==> config.mk <==
export PLATFORM = sky130hd
export DESIGN_NAME = alu_issue_stage
export DESIGN_NICKNAME = d
export VERILOG_FILES = /design/src/rtl/alu_pkg.sv /design/src/rtl/issue_slot.sv /design/src/rtl/alu_issue_stage.sv
export SDC_FILE = /design/constraint.sdc
export NUM_CORES = 1
export LEC_CHECK = 0
export BUFFER_PORTS_ARGS = -buffer_cell sky130_fd_sc_hd__buf_2
export CORE_UTILIZATION = 40
export CTS_BUF_LIST = sky130_fd_sc_hd__clkbuf_16
export CTS_CLUSTER_SIZE = 25
export DETAILED_ROUTE_END_ITERATION = 8
export SETUP_SLACK_MARGIN = 0.1
export SYNTH_ARGS = -nofsm -noshare
export SYNTH_HDL_FRONTEND = slang
export SYNTH_SLANG_ARGS = --single-unit
==> constraint.sdc <==
create_clock -name clk -period 12.6 [get_ports clk]
set_input_delay 2.52 -clock clk [delete_from_list [all_inputs] [get_ports clk]]
set_output_delay 2.52 -clock clk [all_outputs]
set_load 0.02 [all_outputs]
==> src/rtl/alu_pkg.sv <==
// alu_pkg: shared definitions for the ALU issue stage.
//   - DW / RA: datapath and register-address widths.
//   - Opcode constants and element-width (ww) encodings.
//   - slot_t: one issue-buffer entry.
//   - occ_state_e: occupancy states of the two-entry buffer.
//   - slot_snoop(): applies a writeback to an entry's operands.
// All buses are big-endian: bit 0 is the MSB.
package alu_pkg;

   localparam int DW = 64;
   localparam int RA = 5;

   localparam logic [0:1] WW_B = 2'b00;
   localparam logic [0:1] WW_H = 2'b01;
   localparam logic [0:1] WW_W = 2'b10;
   localparam logic [0:1] WW_D = 2'b11;

   localparam logic [0:5] OP_ADD = 6'd0;
   localparam logic [0:5] OP_SUB = 6'd1;
   localparam logic [0:5] OP_AND = 6'd2;
   localparam logic [0:5] OP_OR  = 6'd3;
   localparam logic [0:5] OP_XOR = 6'd4;
   localparam logic [0:5] OP_SLL = 6'd5;
   localparam logic [0:5] OP_SRL = 6'd6;
   localparam logic [0:5] OP_SRA = 6'd7;

   typedef enum logic [1:0] {
      OCC_EMPTY = 2'd0,
      OCC_ONE   = 2'd1,
      OCC_FULL  = 2'd2
   } occ_state_e;

   typedef struct packed {
      logic            valid;
      logic [0:5]      op;
      logic [0:1]      ww;
      logic [0:4]      shamt;
      logic [0:RA-1]   ra;
      logic [0:RA-1]   rb;
      logic [0:RA-1]   rd;
      logic [0:DW-1]   data_a;
      logic [0:DW-1]   data_b;
      logic            pend_a;
      logic            pend_b;
   } slot_t;

   // A writeback to a source register of a valid entry refreshes that
   // operand and resolves any pending wait on it. When ra == rb both
   // operands take the same value.
   function automatic slot_t slot_snoop(slot_t s, logic we,
                                        logic [0:RA-1] addr,
                                        logic [0:DW-1] data);
      slot_t r;
      r = s;
      if (s.valid && we) begin
         if (addr == s.ra) begin
            r.data_a = data;
            r.pend_a = 1'b0;
         end
         if (addr == s.rb) begin
            r.data_b = data;
            r.pend_b = 1'b0;
         end
      end
      return r;
   endfunction

endpackage

==> src/rtl/issue_slot.sv <==
// issue_slot: one entry of the issue buffer.
//   clk_i, reset_i   clock, asynchronous active-high reset
//   load_i           write load_data_i into the entry (wins over clr_i)
//   clr_i            drop the entry
//   load_data_i      entry to load; taken as-is, no snoop applied
//   wb_we_i/addr/data writeback port, snooped every cycle
//   slot_o           registered entry contents
module issue_slot
   import alu_pkg::*;
(
   input  logic          clk_i,
   input  logic          reset_i,
   input  logic          load_i,
   input  logic          clr_i,
   input  slot_t         load_data_i,
   input  logic          wb_we_i,
   input  logic [0:RA-1] wb_addr_i,
   input  logic [0:DW-1] wb_data_i,
   output slot_t         slot_o
);

   slot_t slot_q;
   slot_t slot_d;

   // Loaded data is not snooped here: the top already resolved the
   // same-cycle writeback when it built the entry, and a pended source
   // must wait for its own producer, not an older write in this cycle.
   always_comb begin
      slot_d = slot_snoop(slot_q, wb_we_i, wb_addr_i, wb_data_i);
      if (clr_i) begin
         slot_d.valid  = 1'b0;
         slot_d.pend_a = 1'b0;
         slot_d.pend_b = 1'b0;
      end
      if (load_i) begin
         slot_d = load_data_i;
      end
   end

   always_ff @(posedge clk_i or posedge reset_i) begin
      if (reset_i) begin
         slot_q <= '0;
      end else begin
         slot_q <= slot_d;
      end
   end

   assign slot_o = slot_q;

endmodule

==> src/rtl/alu_issue_stage.sv <==
// alu_issue_stage: two-entry issue buffer in front of the ALU.
//   clk, reset                 clock, asynchronous active-high reset
//   id_valid/id_ready          decode handshake (id_ready registered)
//   id_op/ww/shamt/rA/rB/rD    decoded instruction
//   id_dataA/B                 register-file read data
//   wb_we/addr/data            writeback port (forwarding and snoop)
//   ex_valid/ex_ready          ALU handshake
//   oprA/oprB/op/ww/shift_amount/ex_rD  head entry to the ALU
//   dbg_state                  occupancy state
//
// Handshakes: a transfer happens on a rising edge where valid and ready
// are both high. Valid does not depend on ready; once ex_valid is high
// the head outputs hold until the transfer. id_ready depends only on
// registered occupancy, never on ex_ready.
module alu_issue_stage
   import alu_pkg::*;
(
   input  logic          clk,
   input  logic          reset,
   input  logic          id_valid,
   output logic          id_ready,
   input  logic [0:5]    id_op,
   input  logic [0:1]    id_ww,
   input  logic [0:4]    id_shamt,
   input  logic [0:RA-1] id_rA,
   input  logic [0:RA-1] id_rB,
   input  logic [0:RA-1] id_rD,
   input  logic [0:DW-1] id_dataA,
   input  logic [0:DW-1] id_dataB,
   input  logic          wb_we,
   input  logic [0:RA-1] wb_addr,
   input  logic [0:DW-1] wb_data,
   output logic          ex_valid,
   input  logic          ex_ready,
   output logic [0:DW-1] oprA,
   output logic [0:DW-1] oprB,
   output logic [0:5]    op,
   output logic [0:1]    ww,
   output logic [0:4]    shift_amount,
   output logic [0:RA-1] ex_rD,
   output logic [1:0]    dbg_state
);

   occ_state_e state_q, state_d;
   logic       id_ready_q;

   slot_t head_slot, skid_slot;
   slot_t new_entry, head_load_data;
   logic  head_load, head_clr, skid_load, skid_clr;
   logic  accept, fire;
   logic  pend_a, pend_b;
   logic  unused_head_src;

   assign ex_valid = head_slot.valid & ~head_slot.pend_a & ~head_slot.pend_b;
   assign accept   = id_valid & id_ready_q;
   assign fire     = ex_valid & ex_ready;

   // A source is pended on any buffered producer, including a head that
   // fires this cycle: its result reaches wb only next cycle.
   always_comb begin
      pend_a = (head_slot.valid && head_slot.rd == id_rA) ||
               (skid_slot.valid && skid_slot.rd == id_rA);
      pend_b = (head_slot.valid && head_slot.rd == id_rB) ||
               (skid_slot.valid && skid_slot.rd == id_rB);

      new_entry        = '0;
      new_entry.valid  = 1'b1;
      new_entry.op     = id_op;
      new_entry.ww     = id_ww;
      new_entry.shamt  = id_shamt;
      new_entry.ra     = id_rA;
      new_entry.rb     = id_rB;
      new_entry.rd     = id_rD;
      new_entry.pend_a = pend_a;
      new_entry.pend_b = pend_b;

      if (!pend_a && wb_we && wb_addr == id_rA) begin
         new_entry.data_a = wb_data;
      end else begin
         new_entry.data_a = id_dataA;
      end
      if (!pend_b && wb_we && wb_addr == id_rB) begin
         new_entry.data_b = wb_data;
      end else begin
         new_entry.data_b = id_dataB;
      end
   end

   // Occupancy FSM and slot steering.
   always_comb begin
      state_d        = state_q;
      head_load      = 1'b0;
      head_clr       = 1'b0;
      skid_load      = 1'b0;
      skid_clr       = 1'b0;
      head_load_data = new_entry;
      case (state_q)
         OCC_EMPTY: begin
            if (accept) begin
               head_load = 1'b1;
               state_d   = OCC_ONE;
            end
         end
         OCC_ONE: begin
            if (accept && fire) begin
               head_load = 1'b1;
            end else if (accept) begin
               skid_load = 1'b1;
               state_d   = OCC_FULL;
            end else if (fire) begin
               head_clr = 1'b1;
               state_d  = OCC_EMPTY;
            end
         end
         OCC_FULL: begin
            // No accept is possible here (id_ready is low). The skid entry
            // moves up with this cycle's writeback already applied.
            if (fire) begin
               head_load      = 1'b1;
               head_load_data = slot_snoop(skid_slot, wb_we, wb_addr, wb_data);
               skid_clr       = 1'b1;
               state_d        = OCC_ONE;
            end
         end
         default: begin
            state_d = OCC_EMPTY;
         end
      endcase
   end

   always_ff @(posedge clk or posedge reset) begin
      if (reset) begin
         state_q    <= OCC_EMPTY;
         id_ready_q <= 1'b1;
      end else begin
         state_q    <= state_d;
         id_ready_q <= (state_d != OCC_FULL);
      end
   end

   issue_slot u_head (
      .clk_i       (clk),
      .reset_i     (reset),
      .load_i      (head_load),
      .clr_i       (head_clr),
      .load_data_i (head_load_data),
      .wb_we_i     (wb_we),
      .wb_addr_i   (wb_addr),
      .wb_data_i   (wb_data),
      .slot_o      (head_slot)
   );

   issue_slot u_skid (
      .clk_i       (clk),
      .reset_i     (reset),
      .load_i      (skid_load),
      .clr_i       (skid_clr),
      .load_data_i (new_entry),
      .wb_we_i     (wb_we),
      .wb_addr_i   (wb_addr),
      .wb_data_i   (wb_data),
      .slot_o      (skid_slot)
   );

   // Head source addresses are only needed inside the slot for snooping.
   assign unused_head_src = ^{head_slot.ra, head_slot.rb};

   assign id_ready     = id_ready_q;
   assign oprA         = head_slot.data_a;
   assign oprB         = head_slot.data_b;
   assign op           = head_slot.op;
   assign ww           = head_slot.ww;
   assign shift_amount = head_slot.shamt;
   assign ex_rD        = head_slot.rd;
   assign dbg_state    = state_q;

endmodule

==> results of run 1 <==
-- final timing paths --
check / from / to / slack (ns)
min: u_skid.slot_o[154] / u_skid.slot_o[154] / 0.48
min reg2reg: u_skid.slot_o[154] / u_skid.slot_o[154] / 0.48
min in group asynchronous: reset / u_head.slot_o[62] / 2.07
max: ex_ready / u_head.slot_o[95] / 7.62
max reg2reg: u_head.slot_o[158] / u_head.slot_o[95] / 8.95
max in group asynchronous: reset / u_skid.slot_o[28] / 9.04
-- power groups by stage --
| stage | registers, mW | clock network [mW] | logic [mW] |
|---|---|---|---|
| 2_1_floorplan | 1.77 | 0 | 2.13 |
| 3_3_place_gp | 1.83 | 0 | 2.40 |
| 3_5_place_dp | 1.85 | 0 | 2.46 |
| 4_1_cts | 1.84 | 1.13 | 2.47 |
| 5_1_grt | 1.90 | 1.17 | 2.68 |
| 6_report | 1.84 | 1.11 | 2.47 |
-- cells by family (layout without fill, tap and decap cells) --
kind of cell,after synthesis,count (layout)
AOI/OAI and AO/OA,560,560
buffers and inverters,437,539
and+or+nand+nor,401,401
DFF,321,321
muxes,170,170
xor gates and xnor gates,51,51
other,0,14
-- through the flow --
step / setup WS (ns) / area (um^2) / hold slack (ns)
CTS: 7.68 / 20900 / 0.480
global route: 7.48 / 20900 / 0.508
detailed placement: 7.09 / 19700 / 0.464
global placement: 7.17 / 19700 / 0.457
floorplan: 1.20 / 18800 / 0.446
finish: 7.62 / 20900 / 0.476
-- state kept, by name (all words and copies together) (netlist names) --
signal and cells:
dbg_state 2, id_ready 1, u_head.slot_o 159, u_skid.slot_o 159
-- per-layer routing --
layer | vias up | track usage (%) | routed length (um)
li1 | 7043 | - | -
met1 | 7948 | 34.2 | 26800
met2 | 648 | 38.6 | 28000
met3 | 110 | 4.66 | 4430
met4 | 2 | 9.98 | 1750
met5 | - | 0 | 17
-- layout make-up --
| cell class | count | area share, % |
|---|---|---|
| inverter | 66 | 1.22 |
| sequential | 321 | 38.4 |
| timing repair buffer | 402 | 9.94 |
| clock inverter | 30 | 0.986 |
| antenna | 14 | 0.167 |
| tap | 607 | 3.63 |
| multi-input combinational | 1182 | 40.8 |
| clock buffer | 41 | 4.90 |
-- placed cells by master (no fill, tap or decap), drive strengths merged, types with 6 or more instances in the layout --
cell type	synthesis	layout
a32oi	115	115
diode	0	14
buf	279	402
nand2	360	360
nor4	6	6
clkinv	0	17
clkbuf	92	41
a21o	64	64
inv	66	75
mux2i	170	170
o221a	128	128
o21ai	98	98
a22oi	78	78
xnor2	23	23
xor2	28	28
nor2	12	12
a22o	64	64
dfrtp	320	320
-- tightest hold or removal path: stages, from the launching register on --
cell	delay [ns]
sky130_fd_sc_hd__dfrtp_1	0.34
sky130_fd_sc_hd__nand2_1	0.05
sky130_fd_sc_hd__nand2_1	0.05
==> run_results.csv, run 1 <==
group,metric,value,unit
min_path,worst_hold_path.num_cells,2,
logic_synthesis,synthesis.yosys.warnings,0,
die,placementRows,79,
sta,minimum_clock_period,4.98,ns
logic_synthesis,synth_seq_cells,321,
placement,placed_cells,2578,
sta,finalSetupViolCount,0,
sta,setup_repair_after_global_routing_missed_its_margin,"false",
global_routing,groute.usage.overall,24.9,%
logic_synthesis,synth-edff-count,0,
sta,timing.final.crit_share,39.5,%
clocking,clk-insertion-delay-late,0.55,ns
job,maxCapViolations,0,
logic_synthesis,yosysSeqAreaShare,42.7,%
clocking,ctsLongestPathBuffers,3,
global_routing,grt_max_degree,156,
sta,final-max-slew-violation-count,0,
setup_path,timing.critical_path.max_delay_family,"buffers and inverters",
logic_synthesis,synthAdderAreaFrac,0,%
detailed_routing,route.antenna.remaining_nets,0,
setup_path,timing.critical_path.buf_inv,4,
cells_and_area,seq_area,8030,um^2
logic_synthesis,syn_nets,2170,
power,net-switching-power,2.15,mW
detailed_routing,route.detailed.drc,0,
clocking,ctsHoldBuffers,0,
global_routing,antenna_violations_before_repair,13,
logic_synthesis,synth_cells,1940,
cells_and_area,multi_input_logic_area,8540,um^2
logic_synthesis,synth.most_common_cell,"sky130_fd_sc_hd__nand2_1",
setup_path,worstPathArrival,5.41,ns
cells_and_area,postLayoutCoreUtil,45.1,%
logic_synthesis,postSynthAreaPerCell,9.71,um^2
power,design_power_total,5.42,mW
logic_synthesis,netlist_cell_types,45,
sta,timing.max_slew.rel_slack,21.6,%
setup_path,critPathLaunchType,"input port",
sta,fin_tns_setup,0,ns
sta,timing.fmax,201,MHz
logic_synthesis,ys_dominant_reg_cell,"sky130_fd_sc_hd__dfrtp_1",
status,status,"completed",
logic_synthesis,ys_top_cells_by_count,"sky130_fd_sc_hd__nand2_1, sky130_fd_sc_hd__dfrtp_1, sky130_fd_sc_hd__mux2i_1, sky130_fd_sc_hd__buf_4, sky130_fd_sc_hd__a32oi_1",
clocking,cts_repair_resized_insts,0,
global_routing,grt_first_pass_wirelength,93.2,mm
logic_synthesis,post_synth_mux_area_share,9.03,%
placement,gp_weighted_congestion,0.835,
setup_path,cp_slowest_cell,"sky130_fd_sc_hd__buf_4",
placement,io_buffers,379,
setup_path,critPathMostFrequentCell,"sky130_fd_sc_hd__buf_4",
die,ioPinCount,380,
placement,dp_hpwl,37.1,mm
clocking,cts-root-buf,"sky130_fd_sc_hd__clkbuf_16",
logic_synthesis,post-synth-top-area-fraction,42.5,%
die,fp.dieArea,48000,um^2
clocking,tritoncts_buffers,39,
power,leakagePower,10.6,nW
detailed_routing,finalWirelength,61.0,mm
cells_and_area,layout-area-overhead-vs-synth,11.2,%
cells_and_area,fillerInstances,4453,
logic_synthesis,synth_compound_area_share,24.7,%
setup_path,worst-path-stages,9,
detailed_routing,detailed_routing_iterations_pass_1,5,
clocking,cts_max_level,2,
setup_path,critical_path.cell_chain,"buf_2 -> nand2_1 -> a211oi_2 -> buf_4 -> nor2_4 -> buf_4 -> buf_4 -> a32oi_1 -> o221a_2",
sta,tightest_slew,1.17,ns
logic_synthesis,synthTopCellsByArea,"sky130_fd_sc_hd__dfrtp_1, sky130_fd_sc_hd__mux2i_1, sky130_fd_sc_hd__nand2_1, sky130_fd_sc_hd__buf_4, sky130_fd_sc_hd__o221a_2",
cells_and_area,drive_above_1_share,27.9,%
sta,hold_violations,0,
logic_synthesis,synth_top_family_by_area,"compound AO/OA/AOI/OAI gates",
setup_path,reg2regPathDepth,8,
logic_synthesis,mappedNetlistArea,18800,um^2
global_routing,grt_overflow,0,
die,floorplan.die.width,219,um
power,pint,3.27,mW
power,netSwitchingFraction,39.6,%
power,power_per_cell_area,259,nW/um^2
sta,final.setup_skew,0.00999,ns
cells_and_area,nets,2242,
clocking,tritoncts,"done",
global_routing,first_global_vias,15800,
die,chipHeight,219,um
logic_synthesis,yosys.area_share.simple,8.48,%
logic_synthesis,ffs_w_async_s_r_synth,100,%
power,power_frac_seq,34.0,%
setup_path,worst-setup-path-type,"in -> reg",
cells_and_area,instances_no_fill,2663,
clocking,clkSlewWorstSetupHoldPaths,0.06,ns
die,initial_utilization,40.5,%
clocking,count_of_buffers_added_by_post_cts_timing_repair_for_setup,0,
detailed_routing,wl_per_cell,22.9,um
logic_synthesis,yosys.area_share.xor_xnor,2.37,%
detailed_routing,routed-via-count,15800,
power,clock_power_share,20.5,%
logic_synthesis,cell_taking_the_most_area_after_synthesis,"sky130_fd_sc_hd__dfrtp_1",
clocking,clkSinkCount,321,
setup_path,worstSetupEndpointType,"flop",
setup_path,timing.critical_path.fanout_max,70,
die,core_area,46500,um^2
min_path,hp-class,"reg -> reg",
power,vdd_ir_drop_max,0.000108,V
setup_path,critical-path-max-stage-delay,0.78,ns
setup_path,cp_data_required_time,13.03,ns
detailed_routing,drt_first_iter_violations,1339,
power,pwr-share-comb,45.5,%
detailed_routing,avgViaCountPerCell,5.91,
No activity file was read; power rests on OpenSTA's default activity.
==> run 2, diff against run 1 <==
--- a/config.mk
+++ b/config.mk
@@ -5,6 +5,7 @@
 export SDC_FILE = /design/constraint.sdc
 export NUM_CORES = 1
 export LEC_CHECK = 0
+export ABC_AREA = 1
 export BUFFER_PORTS_ARGS = -buffer_cell sky130_fd_sc_hd__buf_2
 export CORE_UTILIZATION = 40
 export CTS_BUF_LIST = sky130_fd_sc_hd__clkbuf_16
==> constraint.sdc (replaced) <==
create_clock -name clk -period 5 [get_ports clk]
set_input_delay 1 -clock clk [delete_from_list [all_inputs] [get_ports clk]]
set_output_delay 1 -clock clk [all_outputs]
set_load 0.02 [all_outputs]
==> run 2 against run 1 <==
Compared with the run above:
- sequential share of layout area is 3.7 points lower
- synthesized area increased by 11%
- via count grew 42%
- synthesized cell count increased by 57%
- non-clock buffer count up 8
- flip-flop and latch count stayed put
- global-route usage rose by 5.3 points
- final cell count grew 44%
- clock skew increased by 0.011 ns
- register-to-register slack worse by 7.2 ns
- power grew to 2.8 times the previous value
- largest power group unchanged
==> run_results.csv, run 2 <==
group,metric,value,unit
placement,dpl_worst_slack,1.35,ns
global_routing,grtUsageMet2,48.1,%
clocking,tritoncts_buffers,41,
sta,tightest_slew,1.11,ns
clocking,cts-root-buf,"sky130_fd_sc_hd__clkbuf_16",
job,maxCapViolations,0,
cells_and_area,fillerInstances,5324,
cells_and_area,multi_input_logic_area,10100,um^2
cells_and_area,layout.cells.most_common_list,"sky130_fd_sc_hd__nand2_1, sky130_fd_sc_hd__buf_2, sky130_fd_sc_hd__dfrtp_1, sky130_fd_sc_hd__nor2_1, sky130_fd_sc_hd__nand3_1",
sta,setup_repair_after_global_routing_missed_its_margin,"false",
global_routing,grt_util_met3,6.04,%
setup_path,timing.critical_path.fanout_max,74,
die,placementRows,83,
placement,io_buffers,379,
detailed_routing,wl_per_cell,21.5,um
power,pint,7.93,mW
sta,timing.final.ws_setup,1.76,ns
setup_path,critPathLaunchType,"flop",
global_routing,antenna_violations_before_repair,5,
clocking,tritoncts,"done",
cells_and_area,nets,3345,
sta,fin_tns_setup,0,ns
power,design_power_total,15.2,mW
logic_synthesis,netlist_cell_types,28,
clocking,ctsLongestPathBuffers,3,
sta,hold_violations,0,
power,power_per_cell_area,655,nW/um^2
logic_synthesis,cell_taking_the_most_area_after_synthesis,"sky130_fd_sc_hd__dfrtp_1",
global_routing,globalRoute.busiestLayer,"met2",
cells_and_area,instances_no_fill,3822,
global_routing,groute.usage.overall,30.3,%
detailed_routing,detailed_routing_iterations_pass_1,6,
clocking,ctsHoldBuffers,0,
die,initial_utilization,40.6,%
detailed_routing,route.detailed.drc,0,
setup_path,regToRegStartpoint,"u_head.slot_o[158]",
power,leakagePower,11.8,nW
cells_and_area,seq_area,8030,um^2
clocking,count_of_buffers_added_by_post_cts_timing_repair_for_setup,0,
logic_synthesis,synth-edff-count,0,
clocking,clk-insertion-delay-late,0.56,ns
die,fp.dieArea,53200,um^2
logic_synthesis,postSynthAreaPerCell,6.85,um^2
sta,minimum_clock_period,3.24,ns
die,core_area,51500,um^2
logic_synthesis,post-synth-top-area-fraction,38.3,%
detailed_routing,routed-via-count,22400,
die,floorplan.die.width,231,um
min_path,hp-class,"reg -> reg",
die,chipHeight,231,um
logic_synthesis,ffs_w_async_s_r_synth,100,%
logic_synthesis,yosysSeqAreaShare,38.4,%
power,power_frac_seq,30.8,%
placement,gp_weighted_congestion,0.898,
sta,timing.fmax,308,MHz
logic_synthesis,syn_nets,3281,
setup_path,reg2reg_slack,1.76,ns
global_routing,grt_max_degree,183,
logic_synthesis,synth_cells,3051,
logic_synthesis,synthTopCellsByArea,"sky130_fd_sc_hd__dfrtp_1, sky130_fd_sc_hd__nand2_1, sky130_fd_sc_hd__nand4_1, sky130_fd_sc_hd__nand3_1, sky130_fd_sc_hd__buf_4",
setup_path,reg2regPathDepth,9,
sta,final.setup_skew,0.0211,ns
logic_synthesis,synth.most_common_cell,"sky130_fd_sc_hd__nand2_1",
min_path,worst_hold_path.num_cells,2,
setup_path,worst-setup-path-type,"reg -> reg",
min_path,timing.hold.worst_endpoint,"u_skid.slot_o[148]",
global_routing,grt_use_met1,39.4,%
logic_synthesis,mappedNetlistArea,20900,um^2
power,vdd_ir_drop_max,0.000516,V
placement,placed_cells,3752,
clocking,cts_max_level,2,
power,net-switching-power,7.25,mW
status,status,"completed",
sta,finalHoldWorstSlack,0.480,ns
setup_path,worstSetupEndpointType,"flop",
die,ioPinCount,380,
power,netSwitchingFraction,47.8,%
clocking,clkSinkCount,321,
detailed_routing,route.antenna.remaining_nets,0,
global_routing,first_global_vias,22000,
sta,final-max-slew-violation-count,0,
sta,finalSetupViolCount,0,
detailed_routing,avgViaCountPerCell,5.87,
setup_path,critical_path.reg2reg.endpoint,"u_head.slot_o[121]",
power,clock_power_share,19.1,%
clocking,clkSlewWorstSetupHoldPaths,0.06,ns
power,pwr-share-comb,50.1,%
detailed_routing,drt_first_iter_violations,2485,
setup_path,worstPathArrival,3.73,ns
global_routing,grt_first_pass_wirelength,127,mm
setup_path,cp_data_required_time,5.49,ns
logic_synthesis,synth_seq_cells,321,
logic_synthesis,ys_top_cells_by_count,"sky130_fd_sc_hd__nand2_1, sky130_fd_sc_hd__dfrtp_1, sky130_fd_sc_hd__nor2_1, sky130_fd_sc_hd__nand3_1, sky130_fd_sc_hd__nand4_1",
clocking,cts_repair_resized_insts,0,
cells_and_area,most_common_cell_after_layout_fill_and_taps_aside,"sky130_fd_sc_hd__nand2_1",
logic_synthesis,ys_dominant_reg_cell,"sky130_fd_sc_hd__dfrtp_1",
min_path,hold_path_startpoint,"u_skid.slot_o[148]",
sta,timing.max_slew.rel_slack,25.9,%
detailed_routing,finalWirelength,82.3,mm
cells_and_area,layout-area-overhead-vs-synth,11.0,%
sta,timing.final.crit_share,64.9,%
placement,dp_hpwl,46.1,mm
cells_and_area,drive_above_1_share,15.5,%
logic_synthesis,synthesis.yosys.warnings,0,
global_routing,grt_overflow,0,
run 2: cell types whose count changed after synthesis, moves of 145 or more:
| cell | delta |
|---|---|
| sky130_fd_sc_hd__nand2_1 | +497 |
| sky130_fd_sc_hd__mux2i_1 | -170 |
| sky130_fd_sc_hd__nand3_1 | +266 |
| sky130_fd_sc_hd__nor2_1 | +298 |
| sky130_fd_sc_hd__a31oi_1 | +145 |
| sky130_fd_sc_hd__nand4_1 | +253 |
run 2: worst max-delay path by stage:
stage | start | endpoint | slack (ns) | cells past startpoint
after floorplan | reset | dbg_state[0] | -0.28 | 1
after global placement | ex_ready | u_head.slot_o[69] | 1.46 | 9
after detailed placement | ex_ready | u_head.slot_o[123] | 1.35 | 9
after CTS | u_head.slot_o[158] | u_head.slot_o[7] | 1.76 | 9
after global routing | u_head.slot_o[158] | u_head.slot_o[18] | 1.55 | 9
final | u_head.slot_o[158] | u_head.slot_o[121] | 1.76 | 9
run 2: metal layers:
layer,wire length [um],vias up,share of wire (%)
li1,-,10200,-
met1,33400,10700,41
met2,37800,1251,46
met3,7650,209,9.3
met4,3430,6,4.2
met5,36,-,0.044
run 2: cells by family after synthesis:
logic type	after synthesis	share of synthesized area, %
compound gates	460	12.1
buf+inv	565	13.9
flops	321	38.4
xor+xnor	7	0.293
simple gates	1698	35.3
run 2: power groups by stage:
stage	clock (mW)	sequential, mW	combinational (mW)
2_1_floorplan	0	4.44	6.25
3_3_place_gp	0	4.68	7.32
3_5_place_dp	0	4.69	7.52
4_1_cts	2.94	4.67	7.54
5_1_grt	3.03	4.80	8.41
6_report	2.90	4.68	7.61
run 2: cell type report:
| class | instances | share of cell area [%] |
|---|---|---|
| repair buffers | 410 | 9.61 |
| well taps | 680 | 3.67 |
| diodes | 2 | 0.0216 |
| multi-input cells | 2165 | 43.7 |
| inverters | 176 | 2.93 |
| clock inverters | 25 | 0.782 |
| clock buffers | 43 | 4.64 |
| flip-flops and latches | 321 | 34.6 |
run 2: worst max-delay path, stage by stage, from the launching register on:
cell,delay (ns)
sky130_fd_sc_hd__dfrtp_1,0.47
sky130_fd_sc_hd__nor3b_2,0.24
sky130_fd_sc_hd__nand2_2,0.17
sky130_fd_sc_hd__nor2_4,0.08
sky130_fd_sc_hd__nor2_1,0.22
sky130_fd_sc_hd__a21oi_4,0.08
sky130_fd_sc_hd__inv_4,0.53
sky130_fd_sc_hd__buf_4,0.85
sky130_fd_sc_hd__o21ai_0,0.26
sky130_fd_sc_hd__a21oi_1,0.22
run 2: stage by stage:
stage          utilization [%]  cell area (um^2)
2_1_floorplan                -             20900
3_3_place_gp              42.6             21900
3_5_place_dp              42.6             21900
4_1_cts                   45.0             23200
5_1_grt                   45.0             23200
6_report                  45.0             23200
==> run 3, diff against run 2 <==
--- a/config.mk
+++ b/config.mk
@@ -5,7 +5,7 @@
 export SDC_FILE = /design/constraint.sdc
 export NUM_CORES = 1
 export LEC_CHECK = 0
-export ABC_AREA = 1
+export ABC_AREA = 0
 export BUFFER_PORTS_ARGS = -buffer_cell sky130_fd_sc_hd__buf_2
 export CORE_UTILIZATION = 40
 export CTS_BUF_LIST = sky130_fd_sc_hd__clkbuf_16
==> constraint.sdc (replaced) <==
create_clock -name clk -period 3.3 [get_ports clk]
set_input_delay 0.66 -clock clk [delete_from_list [all_inputs] [get_ports clk]]
set_output_delay 0.66 -clock clk [all_outputs]
set_load 0.02 [all_outputs]
==> run 3 against run 2 <==
Compared with the run above:
- combinational power rose by 26%
- fmax rose by 22%
- first-iteration DRC count fell by 50%
- highest routed layer unchanged
- largest cell class unchanged
- critical path type unchanged
- flip-flop and latch count did not move
==> run_results.csv, run 3 (synthesized netlist as in run 1, its figures left out) <==
group,metric,value,unit
setup_path,worst-setup-path-type,"reg -> reg",
die,floorplan.die.width,219,um
global_routing,grt_max_degree,142,
detailed_routing,detailed_routing_iterations_pass_1,5,
setup_path,critical-path-max-stage-delay,0.76,ns
setup_path,worstPathArrival,3.13,ns
cells_and_area,multi_input_logic_area,8540,um^2
detailed_routing,drt_first_iter_violations,1232,
power,power_per_cell_area,977,nW/um^2
die,core_area,46500,um^2
placement,gp_weighted_congestion,0.849,
cells_and_area,layout.cells.most_common_list,"sky130_fd_sc_hd__buf_2, sky130_fd_sc_hd__nand2_1, sky130_fd_sc_hd__dfrtp_1, sky130_fd_sc_hd__mux2i_1, sky130_fd_sc_hd__a32oi_1",
detailed_routing,routed-via-count,16100,
sta,timing.final.crit_share,80.3,%
clocking,cts_repair_resized_insts,0,
clocking,count_of_buffers_added_by_post_cts_timing_repair_for_setup,0,
cells_and_area,fillerInstances,4458,
clocking,tritoncts,"done",
job,maxCapViolations,0,
min_path,hp-class,"in -> async",
clocking,clk-insertion-delay-late,0.56,ns
clocking,tritoncts_buffers,38,
clocking,cts_max_level,2,
cells_and_area,drive_above_1_share,29.1,%
die,ioPinCount,380,
sta,final-max-slew-violation-count,0,
status,status,"completed",
global_routing,antenna_violations_before_repair,12,
setup_path,cp_slowest_cell,"sky130_fd_sc_hd__a21oi_4",
power,leakagePower,10.8,nW
setup_path,critical_path.cell_chain,"nor3b_2 -> and2_1 -> nor2_4 -> a21oi_4 -> buf_12 -> a22oi_1 -> o21ai_1",
clocking,clkSlewWorstSetupHoldPaths,0.06,ns
sta,tightest_slew,1.06,ns
die,placementRows,79,
detailed_routing,route.antenna.remaining_nets,0,
sta,timing.fmax,378,MHz
die,chipHeight,219,um
setup_path,cp_data_required_time,3.78,ns
power,vdd_ir_drop_max,0.000501,V
sta,minimum_clock_period,2.65,ns
detailed_routing,avgViaCountPerCell,6.00,
detailed_routing,finalWirelength,64.0,mm
clocking,cts-root-buf,"sky130_fd_sc_hd__clkbuf_16",
detailed_routing,route.detailed.drc,0,
sta,finalSetupViolCount,0,
sta,final.setup_skew,0.0141,ns
clocking,ctsLongestPathBuffers,3,
setup_path,timing.critical_path.fanout_max,39,
global_routing,first_global_vias,16000,
cells_and_area,seq_area,8030,um^2
cells_and_area,most_common_cell_after_layout_fill_and_taps_aside,"sky130_fd_sc_hd__buf_2",
cells_and_area,layout-area-overhead-vs-synth,13.2,%
die,initial_utilization,40.5,%
sta,timing.final.ws_setup,0.652,ns
global_routing,grt_first_pass_wirelength,96.4,mm
setup_path,worstSetupEndpointType,"flop",
die,fp.dieArea,48000,um^2
sta,setup_repair_after_global_routing_missed_its_margin,"false",
clocking,ctsHoldBuffers,0,
setup_path,critPathLaunchType,"flop",
clocking,clkSinkCount,321,
placement,dpl_worst_slack,0.454,ns
placement,io_buffers,379,
global_routing,grt_overflow,0,
detailed_routing,wl_per_cell,23.9,um
sta,timing.max_slew.rel_slack,29.4,%
cells_and_area,nets,2272,
sta,hold_violations,0,
placement,dp_hpwl,39.0,mm
global_routing,groute.usage.overall,26.0,%
sta,fin_tns_setup,0,ns
==> run 3: critical path: cells and delay by family (launching register included) <==
| kind | cells | cell delay, ns |
|---|---|---|
| buffers and inverters | 1 | 0.32 |
| AOI/OAI and AO/OA | 3 | 1.05 |
| DFF | 1 | 0.45 |
| and+or+nand+nor | 3 | 0.64 |
==> run 3: worst paths after layout <==
kind | start | to | slack, ns | cells past startpoint
setup reg to reg | u_head.slot_o[158] | u_skid.slot_o[64] | 0.65 | 7
max in group asynchronous | reset | u_skid.slot_o[8] | 2.07 | 4
min in group clk | id_op[0] | u_skid.slot_o[157] | 0.31 | 3
hold / removal | reset | u_skid.slot_o[126] | 0.26 | 2
setup / recovery | u_head.slot_o[158] | u_skid.slot_o[64] | 0.65 | 7
hold reg to reg | u_skid.slot_o[151] | u_skid.slot_o[151] | 0.47 | 2
==> run 3: layout make-up <==
type	instances	area share, %
multi-input combinational	1182	40.1
sequential	321	37.7
timing repair buffer	433	11.9
clock buffer	39	4.58
tap	607	3.56
inverter	66	1.18
clock inverter	27	0.951
antenna	8	0.0939
==> run 3: layer usage <==
metal	track usage, %	part of all wire, %
met1	35.3	43
met2	40.6	46
met3	5.18	8.3
met4	10.6	3.1
met5	0	0.072
==> run 3: report_power, final <==
part	leakage [nW]	switching, mW	total, mW	internal [mW]
Combinational	6.42	5.32	9.60	4.28
Sequential	3.81	1.23	7.10	5.87
Clock	0.604	1.76	4.14	2.37
==> run 3: metrics by stage <==
step	utilization (%)	hold slack [ns]	std cells	power, mW	area [um^2]
after global routing	45.9	0.278	2681	22.0	21300
after floorplan	-	0.446	1940	14.9	18800
after detailed placement	43.3	0.463	2609	16.7	20100
after global placement	43.3	0.460	2609	16.4	20100
after CTS	45.9	0.244	2675	20.9	21300
final	45.9	0.261	2683	20.8	21300
